--- src/rtl/rvfi_regfile_check.sv ---
// Shadows NTRACK architectural registers and checks every retired rs1/rs2 read against them.
// Optional x0 policing (kind-2 errors, formal assert) is enabled by RVFI_REGFILE_CHECK_X0_EN.
module rvfi_regfile_check #(
  parameter int XLEN      = 32,
  parameter int NRET      = 1,
  parameter int NTRACK    = 4,
  parameter int ZERO_INIT = 0,
  localparam int CW       = (NRET > 1) ? $clog2(NRET) : 1
) (
  input  logic                   clk,
  input  logic                   reset,
  input  logic [NTRACK*5-1:0]    track_idx,
  input  logic [NRET-1:0]        rvfi_valid,
  input  logic [NRET*5-1:0]      rvfi_rs1,
  input  logic [NRET*5-1:0]      rvfi_rs2,
  input  logic [NRET*5-1:0]      rvfi_rd,
  input  logic [NRET*XLEN-1:0]   rvfi_pre_rs1,
  input  logic [NRET*XLEN-1:0]   rvfi_pre_rs2,
  input  logic [NRET*XLEN-1:0]   rvfi_post_rd,
  output logic                   err_pulse,
  output logic                   err_sticky,
  output logic [CW-1:0]          err_chan,
  output logic [4:0]             err_reg,
  output logic [1:0]             err_kind,
  output logic [XLEN-1:0]        err_expected,
  output logic [XLEN-1:0]        err_actual,
  output logic [31:0]            check_count
);

  localparam logic [1:0] KIND_RS1 = 2'd0;
  localparam logic [1:0] KIND_RS2 = 2'd1;
  localparam logic [1:0] KIND_X0  = 2'd2;

  logic [4:0]        idx_q    [NTRACK];
  logic [XLEN-1:0]   shadow_q [NTRACK];
  logic [NTRACK-1:0] valid_q;

  // Working copies updated channel by channel, so a write on channel i forwards to channel j>i.
  logic [XLEN-1:0]   shadow_n [NTRACK];
  logic [NTRACK-1:0] valid_n;

  logic              found;
  logic [CW-1:0]     f_chan;
  logic [4:0]        f_reg;
  logic [1:0]        f_kind;
  logic [XLEN-1:0]   f_exp;
  logic [XLEN-1:0]   f_act;
  logic [31:0]       incr;
  logic [32:0]       count_sum;

  logic [4:0]        c_rs1;
  logic [4:0]        c_rs2;
  logic [4:0]        c_rd;
  logic [XLEN-1:0]   c_pre1;
  logic [XLEN-1:0]   c_pre2;
  logic [XLEN-1:0]   c_post;

  always_comb begin
    shadow_n = shadow_q;
    valid_n  = valid_q;
    found    = 1'b0;
    f_chan   = '0;
    f_reg    = '0;
    f_kind   = '0;
    f_exp    = '0;
    f_act    = '0;
    incr     = '0;
    c_rs1    = '0;
    c_rs2    = '0;
    c_rd     = '0;
    c_pre1   = '0;
    c_pre2   = '0;
    c_post   = '0;

`ifdef RVFI_REGFILE_CHECK_X0_EN
    // Entries shadowing x0 are hardwired: always valid, always zero.
    for (int e = 0; e < NTRACK; e++) begin
      if (idx_q[e] == 5'd0) begin
        valid_n[e]  = 1'b1;
        shadow_n[e] = '0;
      end
    end
`endif

    for (int c = 0; c < NRET; c++) begin
      if (rvfi_valid[c]) begin
        c_rs1  = rvfi_rs1[c*5 +: 5];
        c_rs2  = rvfi_rs2[c*5 +: 5];
        c_rd   = rvfi_rd[c*5 +: 5];
        c_pre1 = rvfi_pre_rs1[c*XLEN +: XLEN];
        c_pre2 = rvfi_pre_rs2[c*XLEN +: XLEN];
        c_post = rvfi_post_rd[c*XLEN +: XLEN];

        // Loop order encodes error priority: rs1 over rs2 over x0, lowest entry first.
        for (int e = 0; e < NTRACK; e++) begin
          if (valid_n[e] && c_rs1 == idx_q[e]) begin
            incr = incr + 32'd1;
            if (!found && c_pre1 != shadow_n[e]) begin
              found  = 1'b1;
              f_chan = CW'(c);
              f_reg  = c_rs1;
              f_kind = KIND_RS1;
              f_exp  = shadow_n[e];
              f_act  = c_pre1;
            end
          end
        end

        for (int e = 0; e < NTRACK; e++) begin
          if (valid_n[e] && c_rs2 == idx_q[e]) begin
            incr = incr + 32'd1;
            if (!found && c_pre2 != shadow_n[e]) begin
              found  = 1'b1;
              f_chan = CW'(c);
              f_reg  = c_rs2;
              f_kind = KIND_RS2;
              f_exp  = shadow_n[e];
              f_act  = c_pre2;
            end
          end
        end

`ifdef RVFI_REGFILE_CHECK_X0_EN
        if (!found && c_rd == 5'd0 && c_post != '0) begin
          found  = 1'b1;
          f_chan = CW'(c);
          f_reg  = 5'd0;
          f_kind = KIND_X0;
          f_exp  = '0;
          f_act  = c_post;
        end
`endif

        // Writes come after this channel's reads so its own rd is invisible to its own sources.
        for (int e = 0; e < NTRACK; e++) begin
`ifdef RVFI_REGFILE_CHECK_X0_EN
          if (c_rd == idx_q[e] && idx_q[e] != 5'd0) begin
`else
          if (c_rd == idx_q[e]) begin
`endif
            shadow_n[e] = c_post;
            valid_n[e]  = 1'b1;
          end
        end
      end
    end

    count_sum = {1'b0, check_count} + {1'b0, incr};
  end

  always_ff @(posedge clk) begin
    if (reset) begin
      for (int e = 0; e < NTRACK; e++) begin
        idx_q[e]    <= track_idx[e*5 +: 5];
        shadow_q[e] <= '0;
      end
      valid_q      <= (ZERO_INIT != 0) ? '1 : '0;
      err_pulse    <= 1'b0;
      err_sticky   <= 1'b0;
      err_chan     <= '0;
      err_reg      <= '0;
      err_kind     <= '0;
      err_expected <= '0;
      err_actual   <= '0;
      check_count  <= '0;
    end else begin
      shadow_q  <= shadow_n;
      valid_q   <= valid_n;
      err_pulse <= found;
      if (found) begin
        err_sticky   <= 1'b1;
        err_chan     <= f_chan;
        err_reg      <= f_reg;
        err_kind     <= f_kind;
        err_expected <= f_exp;
        err_actual   <= f_act;
      end
      check_count <= count_sum[32] ? 32'hFFFF_FFFF : count_sum[31:0];
    end
  end

`ifdef RVFI_REGFILE_CHECK_X0_EN
`ifdef FORMAL
  always @(posedge clk) begin
    if (!reset) assert (!err_pulse);
  end
`endif
`endif

endmodule

--- config.mk ---
export PLATFORM = sky130hd
export DESIGN_NAME = rvfi_regfile_check
export DESIGN_NICKNAME = d
export VERILOG_FILES = /design/src/rtl/rvfi_regfile_check.sv
export SDC_FILE = /design/constraint.sdc
export NUM_CORES = 1
export LEC_CHECK = 0
export ABC_CLOCK_PERIOD_IN_PS = 11350
export CAP_MARGIN = 0
export CORE_MARGIN = 2
export CORE_UTILIZATION = 40
export CTS_CLUSTER_DIAMETER = 100
export DETAILED_ROUTE_END_ITERATION = 12
export GPL_ROUTABILITY_DRIVEN = 0
export SETUP_SLACK_MARGIN = 0.05
export SLEW_MARGIN = 15
export SYNTH_ARGS = -nofsm -noshare
export SYNTH_HDL_FRONTEND = slang
export SYNTH_SLANG_ARGS = --single-unit
export TNS_END_PERCENT = 5
--- constraint.sdc ---
create_clock -name clk -period 11.35 [get_ports clk]
set_input_delay 2.27 -clock clk [delete_from_list [all_inputs] [get_ports clk]]
set_output_delay 2.27 -clock clk [all_outputs]
set_load 0.1 [all_outputs]
; ---- Word level (Yosys, flattened, before mapping)
; Memories as Yosys holds them, arrays and structs flattened.
; Cells that the tools add are included.
[op_classes]
n_div = 0
n_reduce_logical = 26
bitwise = 0
add_sub_neg = 8
multipliers = 0
shifts = 0
order_cmp = 0
eq_ne = 20
muxes = 126
[op_table]
columns = op, n
row1 = $mux 32, 54
row2 = $ne 32x32->1, 8
row3 = $add 32x1->32 const B, 7
row4 = $mux 5, 19
row5 = $eq 5x5->1, 12
row6 = $mux 1, 40
row7 = $add 32x32->33, 1
row8 = $mux 2, 13
row9 = $logic_and 1x1->1, 15
row10 = $reduce_and 2->1, 4
row11 = $logic_not 1->1, 7
[totals]
out_inout_bits = 106
wordCells = 197
latchBits = 0
ff_bits = 238
memories = 1
mem_bits_rw = 20
input_bits = 134
romBits = 0
[memory_table]
columns = memory, depth, width, rd, rd_ports_with_merged_regs, wr, line_no
row1 = idx_q, 4, 5, 4, 0, 4, 34  ; logic [4:0] idx_q [NTRACK];

; ---- Depth between registers and ports, before layout
; An unclocked memory read counts as a cell.
[logic_depth]
depth_word = 40
mapped_depth = 31
ltp_nobuf = 30

; ---- Worst setup path before layout
; No wires, ideal clock.
[synth_path]
path_kind = input to register
start = input rvfi_rs1[0]
end = register check_count[26]
stages = 30
slack_ns = 2.518
n_path_buf = 1
required_ns = 11.264
setup_ns = 0.086
arrival_time_ns = 8.746
path_cell_list = buf_2 -> xor2_1 -> nor4_1 -> and3_1 -> inv_1 -> ha_1 -> and3_1 -> or4_1 -> and3_1 -> ha_1 -> and2_1 -> a41o_1 -> ha_1 -> mux2_4 -> ha_1 -> mux2_2 -> ha_1 -> mux2_2 -> nand2_1 -> fa_1 -> nor2b_1 -> o21ai_0 -> a21boi_0 -> o21ai_1 -> a21boi_0 -> o21ai_0 -> a2111oi_2 -> nand2_1 -> and4_1 -> a211oi_1
[synth_via]
elab_chain_len = 27
word_cells_on_any_way = 33
classes_between = add/sub (8) / eq/ne (4) / mux (17) / reduce/logical (4)
[synth_rtl]
columns = item, line_no
row1 = "start, declared", 14  ; input logic [NRET*5-1:0] rvfi_rs1,
row2 = $eq 5x5->1, 96  ; if (valid_n[e] && c_rs1 == idx_q[e]) begin
row3 = $logic_and 1x1->1, 96
row4 = $mux 1, 96
row5 = $mux 32, 86  ; if (rvfi_valid[c]) begin
row6 = $add 32x1->32, 97  ; incr = incr + 32'd1;
row7 = $mux 32, 96
row8 = $mux 32, 86
row9 = $add 32x1->32, 97
row10 = (+11 left out), n/a
row11 = $add 32x1->32, 111  ; incr = incr + 32'd1;
row12 = $mux 32 (*), 110  ; if (valid_n[e] && c_rs2 == idx_q[e]) begin
row13 = $mux 32 (*), 86
row14 = $add 32x1->32, 111
row15 = $mux 32 (*), 110
row16 = $mux 32 (*), 86
row17 = $add 32x32->33 (*), 148  ; count_sum = {1'b0, check_count} + {1'b0, incr};
row18 = $mux 32 (*), 178  ; check_count <= count_sum[32] ? 32'hFFFF_FFFF : count_sum[31:0];
row19 = "end signal, assigned", 178
row20 = "end, declared", 27  ; output logic [31:0] check_count
; Mark *: on every way between the ends. The rest lies on a longest branch, timed or not. The select of a mux whose other input is x is not followed.
; A chain may end at the register's enable or synchronous reset.

; ---- Worst setup path after layout
[layout_path]
start = input rvfi_rs1[3]
end = register check_count[26]
; The elaborated chain is that of the path after synthesis.

==> results.md <==
* Largest net degree at the start of global routing at between 150 and 200
* Slowest stage delay, CP at around 0.63 ns
* Data arrival time of the critical path at 10.06 ns
* FF-to-FF Start: idx_q[1][0]
* Sequential cell area fraction in the yosys report at about a third
* Post-Place Cells at between 2000 and 2500
* Kind of capture point of the worst setup path: register
* Number of DRC markers after the initial detailed-route iteration at around 1900
* Non-Filler Instances at about 2400
* Worst Setup Slack, final at about 1.8 ns
* Worst setup SP type: primary input
* Cell Pwr Density at 121 nW/um^2
* Endpoints failing hold at 0
* Aggregate global-route resource usage at around 28%
* Worst-margin pin slew at around 1.2 ns
* Max Transition Viols Final at 0
* Routed wire length at 56300 microns
* Count leader, synth: sky130_fd_sc_hd__xor2_1
* Root Buffer: sky130_fd_sc_hd__clkbuf_16
* Number of remaining DRC errors at 0
* Number of antenna violations at the first check in global routing at 1
* Largest cells by area after synthesis: sky130_fd_sc_hd__dfxtp_1, sky130_fd_sc_hd__xor2_1, sky130_fd_sc_hd__mux2i_1
* Top post-synthesis cells by count: sky130_fd_sc_hd__xor2_1, sky130_fd_sc_hd__nor2_1, sky130_fd_sc_hd__dfxtp_1
* NumNets Final at between 1500 and 2000
* Number of instances resized during post-cts repair at 0
* Initial core utilization at about two fifths
* Area share of the leading cell type in the synthesized netlist at 31.2%
* Worst Setup Slack post-DPL at between 1 and 1.5 ns
* Slowest cell on crit path: sky130_fd_sc_hd__a2111oi_2
* Setup violations, final at 0
* Overall die area at 39400 sq um
* TritonCTS Buffers at 30
* Final min period at 9.58 ns
* Netlist cell types at 64
* Width of the chip at slightly below 200 microns
* First drt pass iteration count at 10
* Routed Antenna Nets at 0
* Maximum capacitance violations at 0
* Maximum clock skew at final layout at 0.00852 ns
* Largest Register: shadow_q
* Synthesis warning total at 0
* Count of hold-fix buffers inserted at cts at 0
* Flip-flop cell with the highest count after synthesis: sky130_fd_sc_hd__dfxtp_1
* Final-layout setup total negative slack at 0 ns
* Detail-routed via count per cell at between 5 and 6
* Cell type with the highest occurrence count on the critical path: sky130_fd_sc_hd__ha_1
* Peak fanout along the critical path at 10
* Reported leakage power at 6.96 nW
* Post-synth EDFFs at 20
* Fin util at between 40% and 50%
* Clock-pin slew reported for the worst setup and hold paths after clock tree synthesis at around 0.06 ns
* Required time reported for the critical path endpoint at between 10 and 15 ns
* First-pass GRT wire length at between 80000 and 90000 microns
* Count of buffers added by post-CTS timing repair for setup at 0
* Vias in the first global route at 13500
* Largest vdd supply drop at approximately 130 uV
* Core box area at 37500 sq um
* Critical path launch point: rvfi_rs1[3]
* Detailed-route wire length per cell at roughly 24 microns
* H-tree levels at 1
* #FFs+latches synth at around 260
* Portion of the clock cycle consumed by the worst path in the final layout at between 80 and 90%
* CTS sink count at between 200 and 300
* Proportion of layout cells with a drive suffix above 1 at approximately 4.8%
* Setup repair after global routing missed its margin: false
* Number of I/O pins at 240
* Aggregate global routing overflow at 0
* Kind of critical path: primary input to register
* Clock tree from TritonCTS: done
* Rel. slew slack at 22.6%
* Startpoint of the lowest-slack hold path: err_expected[30]
* Run status: finished, final reports clean
* Class of the most critical hold timing path: register to register
* Fill cells at 3574
* Area grow syn2layout at 23.5%
* Clock Tree Buf Depth at 3
* Fraction of registers with async set or reset after synthesis at 0%
* Max reg flops at 128
* Area of the mapped netlist at 15100 sq um
* Standard-cell rows at 71
* Dpl hpwl at around 41000 microns
* F_max at between 0.1 and 0.15 GHz
* Die extent in y at 199 microns
* Synth area leader: sky130_fd_sc_hd__dfxtp_1
* Count of vias placed by the detailed router at 14000
* Insertion delay to the later sink of the worst-skew pair at between 0.5 and 0.6 ns
* Number of instances in the synthesized netlist at roughly 1700
* Post-Synthesis Mean Instance Area at 8.79 sq um
* Number of buffers inserted by port buffering at 237
-- per-layer routing --
layer	GRT usage [%]	part of all wire, %
met1	36.2	41
met4	11.6	4.4
met5	0	0
met2	45.3	45
met3	5.46	8.9
-- worst max-delay path, delay by kind of cell --
kind	cells	cell delay, ns
buffers and inverters	2	0.65
multiplexers	3	0.71
XOR/XNOR	1	0.22
AO/OA/AOI/OAI	8	1.90
adder cells (fa/ha/maj)	6	1.76
AND/OR/NAND/NOR	10	2.55
-- metrics by stage --
stage	total power [mW]	area, sq um	hold slack (ns)
finish	2.26	18700	0.481
detailed placement	1.25	17600	0.473
floorplan	1.14	15200	0.454
global placement	1.25	17600	0.452
CTS	2.27	18700	0.485
global route	2.33	18700	0.503
-- layout by cell type, fill, tap and decap left out, types with 30 or more instances in the layout --
cell type	synthesis	layout
sky130_fd_sc_hd__xor2_1	274	274
sky130_fd_sc_hd__nand4_1	32	32
sky130_fd_sc_hd__a222oi_1	30	30
sky130_fd_sc_hd__a22o_1	31	31
sky130_fd_sc_hd__clkbuf_16	0	31
sky130_fd_sc_hd__clkdlybuf4s50_1	0	236
sky130_fd_sc_hd__xnor2_1	79	79
sky130_fd_sc_hd__mux2i_1	133	133
sky130_fd_sc_hd__dfxtp_1	236	236
sky130_fd_sc_hd__a21oi_1	40	40
sky130_fd_sc_hd__a221oi_1	39	39
sky130_fd_sc_hd__nor2_1	260	257
sky130_fd_sc_hd__nand2_1	31	30
sky130_fd_sc_hd__a2111oi_0	31	31
sky130_fd_sc_hd__nor4_1	96	96
sky130_fd_sc_hd__nor3_1	76	72
-- power breakdown --
part | switching (mW) | total [mW] | internal (mW)
Sequential | 0.0266 | 0.955 | 0.928
Combinational | 0.177 | 0.285 | 0.109
Clock | 0.394 | 1.02 | 0.622
Total | 0.597 | 2.26 | 1.66
-- final cells by class --
cell class	instances	area, sq um	area share, %
Antenna cell	1	2.50	0.0134
Clock buffer	41	863	4.62
Clock inverter	14	185	0.990
Inverter	20	75.1	0.401
Multi-Input combinational cell	1279	9150	48.9
Sequential cell	256	5330	28.5
Tap cell	511	639	3.42
Timing Repair Buffer	249	2470	13.2
-- worst paths after layout --
check | end | slack [ns] | cells past startpoint
setup / recovery | check_count[26] | 1.77 | 30
hold / removal | err_expected[30] | 0.48 | 2
setup reg to reg | check_count[26] | 3.55 | 29
hold reg to reg | err_expected[30] | 0.48 | 2
-- logic make-up (layout without fill, tap and decap cells) --
| logic type | after synthesis | in the layout | share of synthesized area [%] |
|---|---|---|---|
| other | 1 | 6 | 0.0248 |
| xor gates and xnor gates | 354 | 354 | 20.6 |
| AOI/OAI and AO/OA | 218 | 218 | 11.5 |
| adders and majority gates | 17 | 17 | 1.45 |
| buffers and inverters | 192 | 324 | 4.96 |
| muxes | 138 | 138 | 9.18 |
| and+or+nand+nor | 547 | 547 | 17.2 |
| DFF | 256 | 256 | 35.2 |
(Power assumes the default switching activity.)
